==> src/rtl/sync_fifo_ctrl.sv <==
// Pointer, occupancy and flag controller for a single-clock FWFT FIFO.
// The attached memory writes on mem_wen at mem_waddr and reads combinationally at mem_raddr.
module sync_fifo_ctrl #(
  parameter int unsigned DSIZE     = 8,
  parameter int unsigned ASIZE     = 4,
  parameter int unsigned AFULL_TH  = 14,
  parameter int unsigned AEMPTY_TH = 2
) (
  input  logic             clk,
  input  logic             rst,
  input  logic             wr_en,
  input  logic             rd_en,
  input  logic             clr_err,
  output logic             mem_wen,
  output logic [ASIZE-1:0] mem_waddr,
  output logic [ASIZE-1:0] mem_raddr,
  output logic             full,
  output logic             empty,
  output logic             almost_full,
  output logic             almost_empty,
  output logic [ASIZE:0]   count,
  output logic             overflow,
  output logic             underflow
);

  localparam int unsigned DEPTH = 1 << ASIZE;
  localparam int unsigned PW    = ASIZE + 1;

  // Reject parameter sets that would make the thresholds meaningless.
  if (DSIZE < 1 || AFULL_TH < 1 || AFULL_TH >= DEPTH ||
      AEMPTY_TH < 1 || AEMPTY_TH >= DEPTH) begin : g_bad_params
    $error("sync_fifo_ctrl: threshold or width parameter out of range");
  end

  logic [PW-1:0] wptr, rptr;
  logic [PW-1:0] wptr_nxt, rptr_nxt, count_nxt;
  logic          wr_acc, rd_acc;
  logic          full_nxt, empty_nxt, afull_nxt, aempty_nxt;
  logic          overflow_nxt, underflow_nxt;

  // Next-state: flags come from the next count so they always agree with it.
  always_comb begin
    wr_acc        = wr_en & ~full;
    rd_acc        = rd_en & ~empty;
    wptr_nxt      = wptr + PW'(wr_acc);
    rptr_nxt      = rptr + PW'(rd_acc);
    count_nxt     = count + PW'(wr_acc) - PW'(rd_acc);
    full_nxt      = (count_nxt == PW'(DEPTH));
    empty_nxt     = (count_nxt == '0);
    afull_nxt     = (count_nxt >= PW'(AFULL_TH));
    aempty_nxt    = (count_nxt <= PW'(AEMPTY_TH));
    // A fresh error event outranks a simultaneous clear.
    overflow_nxt  = (wr_en & full)  | (overflow  & ~clr_err);
    underflow_nxt = (rd_en & empty) | (underflow & ~clr_err);
  end

  always_ff @(posedge clk or posedge rst) begin
    if (rst) begin
      wptr         <= '0;
      rptr         <= '0;
      count        <= '0;
      full         <= 1'b0;
      empty        <= 1'b1;
      almost_full  <= 1'b0;
      almost_empty <= 1'b1;
      overflow     <= 1'b0;
      underflow    <= 1'b0;
    end else begin
      wptr         <= wptr_nxt;
      rptr         <= rptr_nxt;
      count        <= count_nxt;
      full         <= full_nxt;
      empty        <= empty_nxt;
      almost_full  <= afull_nxt;
      almost_empty <= aempty_nxt;
      overflow     <= overflow_nxt;
      underflow    <= underflow_nxt;
    end
  end

  // Write strobe is combinational so the memory captures in the accepting cycle.
  assign mem_wen   = wr_en & ~full & ~rst;
  assign mem_waddr = wptr[ASIZE-1:0];
  assign mem_raddr = rptr[ASIZE-1:0];

endmodule

==> config.mk <==
export PLATFORM = sky130hd
export DESIGN_NAME = sync_fifo_ctrl
export DESIGN_NICKNAME = d
export VERILOG_FILES = /design/src/rtl/sync_fifo_ctrl.sv
export SDC_FILE = /design/constraint.sdc
export NUM_CORES = 1
export LEC_CHECK = 0
export ABC_CLOCK_PERIOD_IN_PS = 3300
export CORE_ASPECT_RATIO = 0.75
export CORE_UTILIZATION = 35
export CTS_BUF_LIST = sky130_fd_sc_hd__clkbuf_4 sky130_fd_sc_hd__clkbuf_8
export CTS_CLUSTER_SIZE = 20
export DETAILED_ROUTE_END_ITERATION = 8
export GPL_TIMING_DRIVEN = 0
export PLACE_DENSITY = 0.71
export SYNTH_ARGS = -nofsm -noshare
export SYNTH_HDL_FRONTEND = slang
export SYNTH_SLANG_ARGS = --single-unit
==> constraint.sdc <==
create_clock -name clk -period 3.3 [get_ports clk]
set_input_delay 0.99 -clock clk [delete_from_list [all_inputs] [get_ports clk]]
set_output_delay 0.99 -clock clk [all_outputs]
set_load 0.005 [all_outputs]
# ---- Yosys cells after proc, flatten, opt, wreduce, memory -nomap -nowiden
# Index checks and enable logic that the tools add are counted.
dict set report totals {
  register_bits 21
  latch_bits 0
  mem_bits_rw 0
  mem_bits_ro 0
  inputBits 5
  wordCells 30
  mem_count 0
}
dict set report op_classes {
  addsub 4
  mul 0
  div 0
  n_lt_le_gt_ge 2
  n_eq_ne 1
  shift 0
  n_mux 0
  n_bitwise 13
  reduce_logical 1
}
# operator n
set op_table {}
lappend op_table {{$add A5 B1 Y5} 3}
lappend op_table {{$and A1 B1 Y1} 7}
lappend op_table {{$eq A5 B5 Y1 const B} 1}
lappend op_table {{$ge A5 B4 Y1 const B} 1}
lappend op_table {{$le A5 B2 Y1 const B} 1}
lappend op_table {{$logic_not A5 Y1} 1}
lappend op_table {{$sub A5 B1 Y5} 1}
lappend op_table {{$not A1 Y1} 4}
lappend op_table {{$or A1 B1 Y1} 2}

# ---- Longest topological paths before layout
dict set report depth {
  word_depth 5
  mapped_depth 11
  ltp_nobuf 11
}

# ---- Least setup slack after synthesis
# Ideal clock, no wire load.
dict set report synth_path {
  kind {input port to flip-flop}
  start {in rd_en}
  end {reg full}
  setup_ns 0.088
  arrival_ns 2.531
  setup_slack_ns 0.681
  stages 10
  n_path_buf 0
  cell_sequence {nor2b_1 > nand2_1 > nand2_1 > ha_1 > inv_1 > fa_1 > nand2b_1 > a21oi_1 > xnor2_1 > nor3b_1}
}
dict set report synth_between {
  elab_chain_len 3
}
# element line
set synth_lines {}
lappend synth_lines {{from (decl)} 12} ;# input logic rd_en,
lappend synth_lines {{$and A1 B1 Y1} 44} ;# rd_acc = rd_en & ~empty;
lappend synth_lines {{$sub A5 B1 Y5} 47} ;# count_nxt = count + PW'(wr_acc) - PW'(rd_acc);
lappend synth_lines {{net count_nxt[4]} 36} ;# logic [PW-1:0] wptr_nxt, rptr_nxt, count_nxt;
lappend synth_lines {{$eq A5 B5 Y1} 48} ;# full_nxt = (count_nxt == PW'(DEPTH));
lappend synth_lines {{net full_nxt} 38} ;# logic full_nxt, empty_nxt, afull_nxt, aempty_nxt;
lappend synth_lines {{to (signal assigned)} 72} ;# full <= full_nxt;
lappend synth_lines {{to (decl)} 17} ;# output logic full,
# The timed path passes the listed nets, and every way through them passes these cells.

# ---- Worst setup path after layout
dict set report layout_path {
  start {in wr_en}
  end {out mem_wen}
}
dict set report layout_between {
  elab_chain_len 2
}
# element line
set layout_lines {}
lappend layout_lines {{from (decl)} 11} ;# input logic wr_en,
lappend layout_lines {{$and A1 B1 Y1 (2 in series)} 82} ;# assign mem_wen = wr_en & ~full & ~rst;
lappend layout_lines {{to (decl)} 14} ;# output logic mem_wen,
# No other way between the ends.

==> metrics.md <==
| Metric | Value |
|---|---|
| Combinational fraction of design power | 0.579 |
| Post-synth top area share | 0.500 |
| Clock latency of the later-clocked register in the worst-skew pair | 300 ps |
| Crit. End Element | primary output |
| Endpoint arrival time on the critical path | 2180 ps |
| FF-to-FF Start | empty |
| Relative slew slack | 0.551 |
| Share of async-settable or async-resettable flops after synthesis | 1.00 |
| Largest net degree at the start of global routing | 20 |
| Number of buffers inserted to repair setup after CTS | 0 |
| Most frequent cells after synthesis | sky130_fd_sc_hd__dfrtp_1, sky130_fd_sc_hd__inv_1, sky130_fd_sc_hd__ha_1 |
| Clk pin slew, worst setup/hold paths | 100 ps |
| CP Max Fanout | 3 |
| Synthesized area per cell | ~12 µm² |
| Proportion of total power due to net switching | 0.386 |
| Final hold viol count | 0 |
| Worst setup path start | wr_en |
| Cell chosen for the clock root | sky130_fd_sc_hd__clkbuf_4 |
| WS Path Type | in -> out |
| Total design power | between 1 and 1.5 mW |
| Sw power | 525 µW |
| Most area-consuming cells after synthesis | sky130_fd_sc_hd__dfrtp_1, sky130_fd_sc_hd__ha_1, sky130_fd_sc_hd__dfstp_2 |
| Final cell count without fillers | 134 |
| Crit start category | input pin |
| Number of hold buffers added after cts | 0 |
| Number of port buffers | 24 |
| EDFF count, synth | 0 |
| Net count, final | 114 |
| Part of the cycle the worst path needs | 0.962 |
| Static leakage | 0.526 nW |
| Filler instances | 228 |
| Portion of total power attributed to the clock network | 0.087 |
| Maximum level of the CTS H-tree | 1 |
| Width of the die | 58.9 µm |
| Share of power burned in registers | 0.333 |
| Core ar. | 0.00229 mm² |
| Final critical-path required period | around 3200 ps |
| Share of cells above drive strength 1 | 0.0900 |
| Total standard cell area after synthesis | 851 µm² |
| Beginning of the worst hold path | rptr[3] |
| Worst-case clock skew | 2.28 ps |
| Tightest Pin Transition | 672 ps |
| Number of buffers inserted during clock tree synthesis | 3 |
| Gpl congestion | just under 0.8 |
| Endpoint required time on the critical path | 2310 ps |
| Net count of the mapped netlist | 85 |
| Number of violations of the max-capacitance limit | 0 |
| Prevailing post-synth register cell | sky130_fd_sc_hd__dfrtp_1 |
| Wire length of the first global-routing pass | 2530 µm |
| TritonCTS clock tree | done |
| Worst hold path type | reg -> reg |
| Post-detailed-route wirelength per cell | 10.8 µm |
| Number of rows in the core area | 15 |
| Total Routing Usage GR | 0.136 |
| Area delta synth->final | 36.8% |
| Grt total ovfl | 0 |
| Number of cells produced by synthesis | between 70 and 80 |
| Initial antenna violation count | 0 |
| Ys Warns | 0 |
| Remaining routing DRC violations | 0 |
| Final setup violation count | 0 |
| Number of distinct library cell variants in the gate-level netlist after synthesis | 22 |
| Area of the die | 0.00263 mm² |
| Num ports | 25 |
| Number of iterations in the first detailed-routing pass | 4 |
| Final core area utilization | 0.508 |
| Routed wire length | 1450 µm |
| Post-Place Cells | 130 |
| Cell accounting for the most synthesized area | sky130_fd_sc_hd__dfrtp_1 |
| Internal power | 837 µW |
| Maximum vdd ir drop | 0.453 mV |
| Hold slack final | 478 ps |
| Max Buffers Root-to-Sink | 2 |
| Number of register bits inferred by synthesis | 19 |
| Hpwl dp | ~1200 µm |
| Quantity of gates resized following cts | 0 |
| Areal power density over the cells | approximately 1200 mW/mm² |
| Number of global-route vias before repair | 576 |
| Fmax | about 320 MHz |
| Height of the die | 44.7 µm |
| Max-slew violations | 0 |
| Detailed router's first-iteration violation count | 2 |
| Status | finished clean |
| Antenna diode count | 0 |
| Effective utilization at floorplan | 0.372 |
| Number of vias in the routed layout | between 600 and 700 |
| Most numerous cell in the Yosys netlist | sky130_fd_sc_hd__dfrtp_1 |
| Via count normalized by instance count | 4.51 |
| Sequential area share after synthesis | 0.562 |
| Detail Route Antenna Nets | 0 |
| Clock sinks | 19 |
| Unrepaired setup endpoints after global routing | no |
==> critical path: stages <==
cell                              delay, ps
sky130_fd_sc_hd__clkdlybuf4s50_1        480
sky130_fd_sc_hd__nand2b_1               100
sky130_fd_sc_hd__nor2_1                 100
sky130_fd_sc_hd__clkdlybuf4s50_1        500
==> final timing paths <==
| path | to | slack [ps] | cells past startpoint |
|---|---|---|---|
| min reg2reg | rptr[3] | 480 | 1 |
| max reg2reg | full | 970 | 10 |
| max | mem_wen | 130 | 4 |
| min | rptr[3] | 480 | 1 |
| min in group asynchronous | underflow | 1120 | 2 |
| max in group asynchronous | rptr[1] | 1760 | 2 |
==> power by group through the flow <==
stage / combinational (mW) / clock [mW] / sequential [mW]
3_5_place_dp: 0.798 / 0 / 0.462
4_1_cts: 0.802 / 0.124 / 0.458
6_report: 0.790 / 0.119 / 0.454
2_1_floorplan: 0.453 / 0 / 0.460
3_3_place_gp: 0.772 / 0 / 0.456
5_1_grt: 0.874 / 0.139 / 0.472
==> metrics by stage <==
step | area (µm²) | setup TNS (ps) | setup WS [ps]
after floorplan | 851 | 0 | 681
after global placement | 1130 | -30.3 | -30.3
after detailed placement | 1130 | -240 | -107
after CTS | 1160 | 0 | 115
after global routing | 1160 | 0 | 62.6
final | 1160 | 0 | 127
==> cell usage in the layout (no fill, tap or decap) <==
cell                              synthesis  layout
sky130_fd_sc_hd__nor3b_1                  1       1
sky130_fd_sc_hd__nand2_1                  5       5
sky130_fd_sc_hd__clkinvlp_4               0       1
sky130_fd_sc_hd__and2_1                   1       1
sky130_fd_sc_hd__a31o_2                   1       1
sky130_fd_sc_hd__nand2b_1                 3       3
sky130_fd_sc_hd__a2111oi_2                1       1
sky130_fd_sc_hd__or3_1                    1       1
sky130_fd_sc_hd__clkbuf_4                 0       3
sky130_fd_sc_hd__a21oi_2                  1       1
sky130_fd_sc_hd__ha_1                     7       7
sky130_fd_sc_hd__dfrtp_1                 17      17
sky130_fd_sc_hd__a21oi_1                  1       1
sky130_fd_sc_hd__xor2_1                   4       4
sky130_fd_sc_hd__xnor2_1                  5       5
sky130_fd_sc_hd__nor2_1                   3       3
sky130_fd_sc_hd__clkdlybuf4s50_1          0      24
sky130_fd_sc_hd__o21ai_0                  2       2
sky130_fd_sc_hd__a21o_1                   1       1
sky130_fd_sc_hd__nor3_1                   1       1
sky130_fd_sc_hd__inv_1                   11      11
sky130_fd_sc_hd__fa_1                     1       1
sky130_fd_sc_hd__nand3_1                  2       2
sky130_fd_sc_hd__nor2b_1                  1       1
sky130_fd_sc_hd__dfstp_2                  2       2
==> cell families after synthesis <==
group	after synthesis	share of synthesized area
AO/OA/AOI/OAI	7	0.0647
XOR/XNOR	9	0.0926
adder cells (fa/ha/maj)	8	0.126
buffers and inverters	11	0.0485
flip-flops	19	0.562
AND/OR/NAND/NOR	18	0.106
==> state kept, by name, indices dropped and copies added, names as in the netlist <==
name and cells:
wptr 4, rptr 4, underflow 1, overflow 1
empty 1, almost_empty 1, full 1, almost_full 1
count 5
==> area by class of cell <==
type	instances	area, µm²	area share
flip-flops and latches	19	478	0.411
well taps	34	42.5	0.0366
inverters	11	41.3	0.0355
clock buffers	3	22.5	0.0194
clock inverters	1	7.51	0.00645
multi-input cells	42	332	0.285
repair buffers	24	240	0.206
==> layer usage <==
metal | up-vias | share of wire | GRT usage
met1 | 299 | 0.47 | 0.177
met2 | 14 | 0.48 | 0.207
li1 | 289 | - | -
met4 | 0 | 0.0076 | 0.0429
met5 | - | 0 | 0
met3 | 3 | 0.034 | 0.0602
(Power assumes the default switching activity.)
==> edit, RTL diff (same flow settings) <==
Register the output `count` once more, cleared by the reset; this adds one clock of latency there. The other outputs are not delayed to match.
--- a/src/rtl/sync_fifo_ctrl.sv
+++ b/src/rtl/sync_fifo_ctrl.sv
@@ -27,4 +27,6 @@
   localparam int unsigned PW    = ASIZE + 1;
 
+  logic [ASIZE:0] count_s0;
+
   // Reject parameter sets that would make the thresholds meaningless.
   if (DSIZE < 1 || AFULL_TH < 1 || AFULL_TH >= DEPTH ||
@@ -45,5 +47,5 @@
     wptr_nxt      = wptr + PW'(wr_acc);
     rptr_nxt      = rptr + PW'(rd_acc);
-    count_nxt     = count + PW'(wr_acc) - PW'(rd_acc);
+    count_nxt     = count_s0 + PW'(wr_acc) - PW'(rd_acc);
     full_nxt      = (count_nxt == PW'(DEPTH));
     empty_nxt     = (count_nxt == '0);
@@ -59,5 +61,5 @@
       wptr         <= '0;
       rptr         <= '0;
-      count        <= '0;
+      count_s0     <= '0;
       full         <= 1'b0;
       empty        <= 1'b1;
@@ -69,5 +71,5 @@
       wptr         <= wptr_nxt;
       rptr         <= rptr_nxt;
-      count        <= count_nxt;
+      count_s0     <= count_nxt;
       full         <= full_nxt;
       empty        <= empty_nxt;
@@ -84,4 +86,12 @@
   assign mem_raddr = rptr[ASIZE-1:0];
 
+  always_ff @(posedge clk or posedge rst) begin
+    if (rst) begin
+      count <= '0;
+    end else begin
+      count <= count_s0;
+    end
+  end
+
 endmodule
 
Formal check against the unedited RTL: not equivalent (Yosys sat finds a counterexample within 4 cycles, from zero or initial values and one cycle with rst high).
==> edit against the original RTL <==
Sequential cell count is 5 higher; synthesized cell count is 6.9% higher; combinational power is 5.9% higher; largest cell class unchanged; via count is 2.5% higher; critical path type unchanged; area after synthesis is 15% higher; worst setup slack better by 0.0040 ns; sequential share of layout area is 4.8 points higher; clock skew is 0.0021 ns higher; final area is 13% higher; critical path depth stayed put; power is 14% higher; wire length is 14% higher.
==> edit: results (changes against the original RTL) <==
- The DRC marker count from the first detailed-route iteration is 12 (+10).
- The cell depth of the worst min-delay path is 0 (-1).
- The number of nets at the end of the flow is 119 (+4.4%).
- The run finished with clean final reports.
- The clock input transition at the sequential cells of the worst setup and hold paths is 0.08 ns (-0.02 ns).
- The data-path buffer share of cell area in the final layout is 0.1829 (-0.02359).
- Ranked by instance count, the synthesized netlist is headed by sky130_fd_sc_hd__dfrtp_1, sky130_fd_sc_hd__inv_1, sky130_fd_sc_hd__ha_1.
- The total track usage is 0.1363 (about the same).
- The worst vdd rail ir drop was 0.0006196 V (+37%).
- The fill cell total of the finished layout is 227 (-0.44%).
- The total length of routed met3 wires came to 109 µm (+120%).
- The clock latency reported for the late side of the worst-skew pair is 0.26 ns (-0.04 ns).
- The end of the worst hold path is count[0].
- The cell count after synthesis was 77 (+6.9%).
- The reported leakage power is 0.5976 nW (+14%).
- The final instance count without filler cells is 140 (+4.5%).
- By area the synthesized netlist is led by sky130_fd_sc_hd__dfrtp_1, sky130_fd_sc_hd__ha_1, sky130_fd_sc_hd__dfstp_2.
- The tap cell count is 36 (+5.9%).
- The placement-stage cell area is 0.001261 mm² (+11%).
- The wire length per cell after detailed routing is 11.81 µm (+9.0%).
- The synthesized net count is 90 (+5.9%).
- The TritonCTS sink count is 24 (+5).
- The routed metal-1 wirelength was 743 µm (+8.0%).
- The pin count of the biggest net entering global routing was 25 (+25%).
- The register fraction of the total cell area is 0.4590 (+0.04830).
- The worst hold path begins at count_s0[0].
- The post-synthesis share of cell area spent on full adders, half adders and majority gates was 0.1103 (-0.01621).
- The setup clock skew after layout is 0.004348 ns (+0.002068 ns).
- The area fraction of clock buffers and clock inverters is 0.03143 (+0.005622).
- The xor/xnor cell area share of the yosys netlist is 0.08077 (-0.01188).
- The routed length on met2 came to 794 µm (+13%).
- The tightest slew margin relative to the limit was 0.4137 (-0.1375).
- The combinational cell power is 0.837 mW (+5.9%).
- The proportion of power drawn by flip-flops and latches is 0.356 (+0.023).
- The via count of the first global-routing pass came to 702 (+22%).
- The total via count after detailed routing was 620 (+2.5%).
- The root buffer cell chosen for the clock tree is sky130_fd_sc_hd__clkbuf_8.
## edit: cell count changes after synthesis, sizes merged
cell,before,now
dfrtp,17,22
## edit: worst max-delay path by stage
| stage | slack [ns] | start | endpoint |
|---|---|---|---|
| finish | 0.13 | wr_en | mem_wen |
| global route | 0.007 | rd_en | full |
| CTS | 0.11 | wr_en | mem_wen |
| detailed placement | -0.06 | rd_en | full |
| global placement | -0.05 | rd_en | full |
| floorplan | 0.68 | rd_en | full |
## edit: through the flow
step / setup TNS [ns] / setup slack [ns] / utilization / hold WS, ns
finish: 0 / 0.1310 / 0.5010 / 0.3908
global route: 0 / 0.007466 / 0.5010 / 0.4114
CTS: 0 / 0.1111 / 0.4967 / 0.3952
detailed placement: -0.07761 / -0.06367 / 0.4809 / 0.3782
global placement: -0.04691 / -0.04691 / 0.4809 / 0.3699
floorplan: 0 / 0.6807 / - / 0.3597
## edit: per-layer routing
metal,global-route usage,vias to the layer above
met5,0,-
met4,0.03721,0
met3,0.05000,2
met2,0.2581,23
met1,0.1508,297
li1,-,298
